### src/rtl/life_pkg.sv
// Grid geometry and palette shared by the renderer, the life engine and the cell RAM.
package life_pkg;

    localparam int CELL_SHIFT = 3;
    localparam int GRID_W     = 80;
    localparam int GRID_H     = 60;
    localparam int ADDR_W     = 13;
    localparam bit SHOW_GRID  = 1'b1;

    localparam logic [2:0] ALIVE_RGB  = 3'b010;
    localparam logic [2:0] DEAD_RGB   = 3'b000;
    localparam logic [2:0] GRID_RGB   = 3'b001;
    localparam logic [2:0] BORDER_RGB = 3'b100;

endpackage

### src/rtl/life_bank_swap.sv
// Owns the displayed-bank pointer: flips it on a vsync falling edge once the
// engine reports a finished generation, and acknowledges with a one-cycle pulse.
module life_bank_swap
    import life_pkg::*;
(
    input  logic clk_36MHz,
    input  logic rst_n,
    input  logic vsync,
    input  logic gen_ready,
    output logic gen_ack,
    output logic display_bank
);

    typedef enum logic [1:0] {
        IDLE,
        ARMED,
        WAIT_DROP
    } swap_state_t;

    swap_state_t state_q;
    logic        vsync_q;
    logic        gen_ack_q;
    logic        display_bank_q;
    logic        frame_edge;

    assign frame_edge = vsync_q & ~vsync;

    // A gen_ready that drops while ARMED is ignored; the swap still happens.
    always_ff @(posedge clk_36MHz) begin
        if (!rst_n) begin
            state_q        <= IDLE;
            vsync_q        <= 1'b1;
            gen_ack_q      <= 1'b0;
            display_bank_q <= 1'b0;
        end else begin
            vsync_q   <= vsync;
            gen_ack_q <= 1'b0;
            case (state_q)
                IDLE: begin
                    if (gen_ready) begin
                        state_q <= ARMED;
                    end
                end
                ARMED: begin
                    if (frame_edge) begin
                        display_bank_q <= ~display_bank_q;
                        gen_ack_q      <= 1'b1;
                        state_q        <= WAIT_DROP;
                    end
                end
                WAIT_DROP: begin
                    if (!gen_ready) begin
                        state_q <= IDLE;
                    end
                end
                default: state_q <= IDLE;
            endcase
        end
    end

    assign gen_ack      = gen_ack_q;
    assign display_bank = display_bank_q;

endmodule

### src/rtl/life_pixel_renderer.sv
// Maps VGA pixel coordinates onto the life grid and colours each pixel from the
// displayed cell bank through a fixed three-stage pipeline.
module life_pixel_renderer #(
    parameter int CELL_SHIFT = life_pkg::CELL_SHIFT,
    parameter int GRID_W     = life_pkg::GRID_W,
    parameter int GRID_H     = life_pkg::GRID_H,
    parameter int ADDR_W     = life_pkg::ADDR_W,
    parameter bit SHOW_GRID  = life_pkg::SHOW_GRID
) (
    input  logic              clk_36MHz,
    input  logic              rst_n,
    input  logic [9:0]        x,
    input  logic [9:0]        y,
    input  logic              vsync,
    input  logic              gen_ready,
    output logic              gen_ack,
    output logic [ADDR_W-1:0] ram_addr,
    output logic              ram_bank,
    input  logic              ram_rdata,
    output logic              display_bank,
    output logic [2:0]        rgb
);

    import life_pkg::ALIVE_RGB;
    import life_pkg::DEAD_RGB;
    import life_pkg::GRID_RGB;
    import life_pkg::BORDER_RGB;

    localparam logic [9:0]  GRID_W_C = 10'(GRID_W);
    localparam logic [9:0]  GRID_H_C = 10'(GRID_H);
    localparam logic [19:0] STRIDE_C = 20'(GRID_W);
    localparam logic [9:0]  SUB_MASK = 10'((1 << CELL_SHIFT) - 1);

    logic [9:0]        col;
    logic [9:0]        row;
    logic [19:0]       addr_full;
    logic              in_grid_d;
    logic              on_line_d;
    logic [ADDR_W-1:0] ram_addr_d;
    logic [2:0]        rgb_d;

    logic [ADDR_W-1:0] ram_addr_q;
    logic              ram_bank_q;
    logic              in_grid_q1, on_line_q1;
    logic              in_grid_q2, on_line_q2;
    logic [2:0]        rgb_q;

    life_bank_swap u_bank_swap (
        .clk_36MHz    (clk_36MHz),
        .rst_n        (rst_n),
        .vsync        (vsync),
        .gen_ready    (gen_ready),
        .gen_ack      (gen_ack),
        .display_bank (display_bank)
    );

    always_comb begin
        col        = x >> CELL_SHIFT;
        row        = y >> CELL_SHIFT;
        in_grid_d  = (col < GRID_W_C) && (row < GRID_H_C);
        on_line_d  = SHOW_GRID && (((x & SUB_MASK) == 10'd0) || ((y & SUB_MASK) == 10'd0));
        addr_full  = {10'd0, row} * STRIDE_C + {10'd0, col};
        ram_addr_d = in_grid_d ? addr_full[ADDR_W-1:0] : '0;
    end

    // Colour is resolved against flags delayed to line up with ram_rdata.
    always_comb begin
        rgb_d = DEAD_RGB;
        if (!in_grid_q2) begin
            rgb_d = BORDER_RGB;
        end else if (ram_rdata) begin
            rgb_d = ALIVE_RGB;
        end else if (on_line_q2) begin
            rgb_d = GRID_RGB;
        end
    end

    always_ff @(posedge clk_36MHz) begin
        if (!rst_n) begin
            ram_addr_q <= '0;
            ram_bank_q <= 1'b0;
            in_grid_q1 <= 1'b0;
            on_line_q1 <= 1'b0;
            in_grid_q2 <= 1'b0;
            on_line_q2 <= 1'b0;
            rgb_q      <= 3'b000;
        end else begin
            ram_addr_q <= ram_addr_d;
            ram_bank_q <= display_bank;
            in_grid_q1 <= in_grid_d;
            on_line_q1 <= on_line_d;
            in_grid_q2 <= in_grid_q1;
            on_line_q2 <= on_line_q1;
            rgb_q      <= rgb_d;
        end
    end

    assign ram_addr = ram_addr_q;
    assign ram_bank = ram_bank_q;
    assign rgb      = rgb_q;

endmodule

### config.mk
export PLATFORM = sky130hd
export DESIGN_NAME = life_pixel_renderer
export DESIGN_NICKNAME = d
export VERILOG_FILES = /design/src/rtl/life_pkg.sv /design/src/rtl/life_bank_swap.sv /design/src/rtl/life_pixel_renderer.sv
export SDC_FILE = /design/constraint.sdc
export NUM_CORES = 1
export LEC_CHECK = 0
export ABC_AREA = 1
export CAP_MARGIN = 20
export CORE_MARGIN = 2
export CORE_UTILIZATION = 47
export DETAILED_ROUTE_END_ITERATION = 12
export PLACE_DENSITY = 0.83
export SETUP_SLACK_MARGIN = 0.02
export SLEW_MARGIN = 25
export SYNTH_ARGS = -nofsm -noshare
export SYNTH_HDL_FRONTEND = slang
export SYNTH_SLANG_ARGS = --single-unit
### constraint.sdc
create_clock -name clk_36MHz -period 4.37 [get_ports clk_36MHz]
set_clock_uncertainty 0.15 [all_clocks]
set_input_delay 0.874 -clock clk_36MHz [delete_from_list [all_inputs] [get_ports clk_36MHz]]
set_output_delay 0.874 -clock clk_36MHz [all_outputs]
set_load 0.01 [all_outputs]
==> flow_summary.ini <==
[logic_synthesis]
ys_top_cells_by_area = dfxtp_1, ha_1, nand2_1
yosysWarnings = 0
synth_top_cell_by_area = dfxtp_1
synthSimpleGateAreaFrac = 0.256
yosysUniqueCellTypes = 22
ys.flop_type = dfxtp_1
synth_compound_gate_area_share = 0.0675
synth_xor_area_frac = 0.0141
synthArstFlopShare = 0
ys_seq_elements = 26
synth_edf_count = 0
synth_seq_area_share = 0.419
syn_area_per_cell_um2 = 8.01
yosysMostFrequentCell = nand2_1
synth_top_family_by_area = simple AND/OR/NAND/NOR gates
syn_nets = 195
synthMuxAreaShare = 0
netlist_area_um2 = 1240
yosys-top-cells-count = nand2_1, dfxtp_1, inv_1, nor2_1, ha_1
synth_top_area_share = 0.419
synth-adder-area-share = 0.163
syn-instance-count = 155

[setup_path]
critical_path_arrival_ps = 3070
worst-setup-path-type = input pin to flip-flop
cp-end-kind = flip-flop
cp.required_ps = 4480
cp_max_fo = 3
cp-start-kind = input pin

[drt]
drt_wl_total_mm = 2.57
wl_per_cell_um = 11.1
firstDrtPassIters = 4
drc = 0
drt-initial-drc-count = 35
avgViaCountPerCell = 4.85
ant_nets = 0
via_count = 1121

[die]
start_util = 0.496
dieArea_um2 = 3070
ioPinCount = 44
core-area_um2 = 2500
die_w_um = 55.4
fp.dieH_um = 55.4
fp-row-count = 18

[layout]
n_antenna_cell = 0
fin_util = 0.696
seqCellArea_um2 = 520
finalNetCount = 242
area_delta_synth_final_pct = 40.2
largest_reg_flops = 13
fillers = 199
multi_input_area_um2 = 622
drive_gt1_frac = 0.0647

[clock_network]
clock_latency_ps = 300
post_cts_resized = 0
root_buffer = clkbuf_4
htree_num_levels = 1
clock_sinks = 26
cts_tree = yes
cts_buffer_depth = 2
cts_buffers = 3
post_cts_buffers = 0
clk_pin_slew_ps = 130
hold_buffers = 0

[place]
port_buffers = 43
dpl.hpwl_mm = 2.17
place_congestion = 0.814
dp_slack_ps = 1070

[sta]
period_needed_ps = 2960
fmax_mhz = 338
maxSlewHeadroom = 0.791
hold_viol_final = 0
tightest_slew_ps = 312
maxSlewViolCount = 0
setup_ws_ps = 1410
finalSetupTns_ps = 0
rsz0062_at_grt = no
hold_ws_ps = 284
period_share = 0.678
setup_violations = 0

[run]
max_cap_viol_count = 0

[grt]
antenna_found_initial = 0
grt_pass1_wl_mm = 4.35
grt_max_degree = 15
grt_usage = 0.174
overflow = 0
grt_pass1_vias = 1083

[status]
outcome = finished clean

[power]
p_leak_uw = 0.000843
total_power_uw = 499
vdd_drop_max_uv = 179
powerDensity_nw_per_um2 = 287

[min_path]
hold_path.class = flip-flop to flip-flop
[cell families after synthesis]
group / after synthesis
adders and majority gates: 15
AOI/OAI and AO/OA: 15
xor gates and xnor gates: 2
buffers and inverters: 26
DFF: 26
and+or+nand+nor: 71
[metrics by stage]
stage	std cells	instance area [um^2]
floorplan	155	1240
global placement	227	1700
finish	231	1740
global route	231	1740
CTS	231	1740
detailed placement	227	1700
[per-layer routing]
layer,vias up,part of all wire,routed length [um],global-route usage
li1,586,-,-,-
met5,-,0,0,0
met3,6,0.050,129,0.0258
met4,0,0.019,50,0.0732
met2,38,0.53,1360,0.335
met1,491,0.40,1020,0.184
[power breakdown]
part	internal [uW]	leakage [uW]	switching [uW]	total [uW]
registers	248	0.000212	3.30	251
logic	64.7	0.000610	69.5	134
clock network	50.8	0.0000210	63.2	114
total	363	0.000843	136	499
[worst max-delay path, stage by stage]
cell	delay (ps)
clkdlybuf4s50_1	480
ha_1	330
ha_1	240
fa_1	410
xor2_1	280
inv_2	80
nor2_4	100
nand3_2	90
nand2_1	70
nand2_1	50
nor2_1	70
[area by class of cell]
type / count / area share
multi-input combinational: 103 / 0.357
sequential: 26 / 0.299
timing repair buffer: 43 / 0.247
inverter: 25 / 0.0539
tap: 30 / 0.0216
clock buffer: 4 / 0.0208
[path summary, 6_finish.rpt]
| kind | start | to | slack [ps] | cells past startpoint |
|---|---|---|---|---|
| worst max-delay path | y[4] | ram_addr[12]$_SDFF_PN0_ | 1410 | 11 |
| worst min-delay path | in_grid_q2$_SDFF_PN0_ | rgb[2]$_SDFF_PN0_ | 280 | 1 |
| worst max register to register | u_bank_swap.vsync_q$_SDFF_PN1_ | u_bank_swap.display_bank$_SDFFE_PN0P_ | 3310 | 5 |
| worst min register to register | in_grid_q2$_SDFF_PN0_ | rgb[2]$_SDFF_PN0_ | 280 | 1 |
[cells in the final DEF, fill, tap and decap left out, drive strengths merged]
cell,count
a21oi,8
a31o,1
clkbuf,4
clkdlybuf4s50,43
dfxtp,26
fa,2
ha,13
inv,25
nand2,32
nand3,8
nand4,5
nor2,21
nor3,4
o21a,2
o21ai,4
or2,1
xor2,2
(Power assumes the default switching activity.)
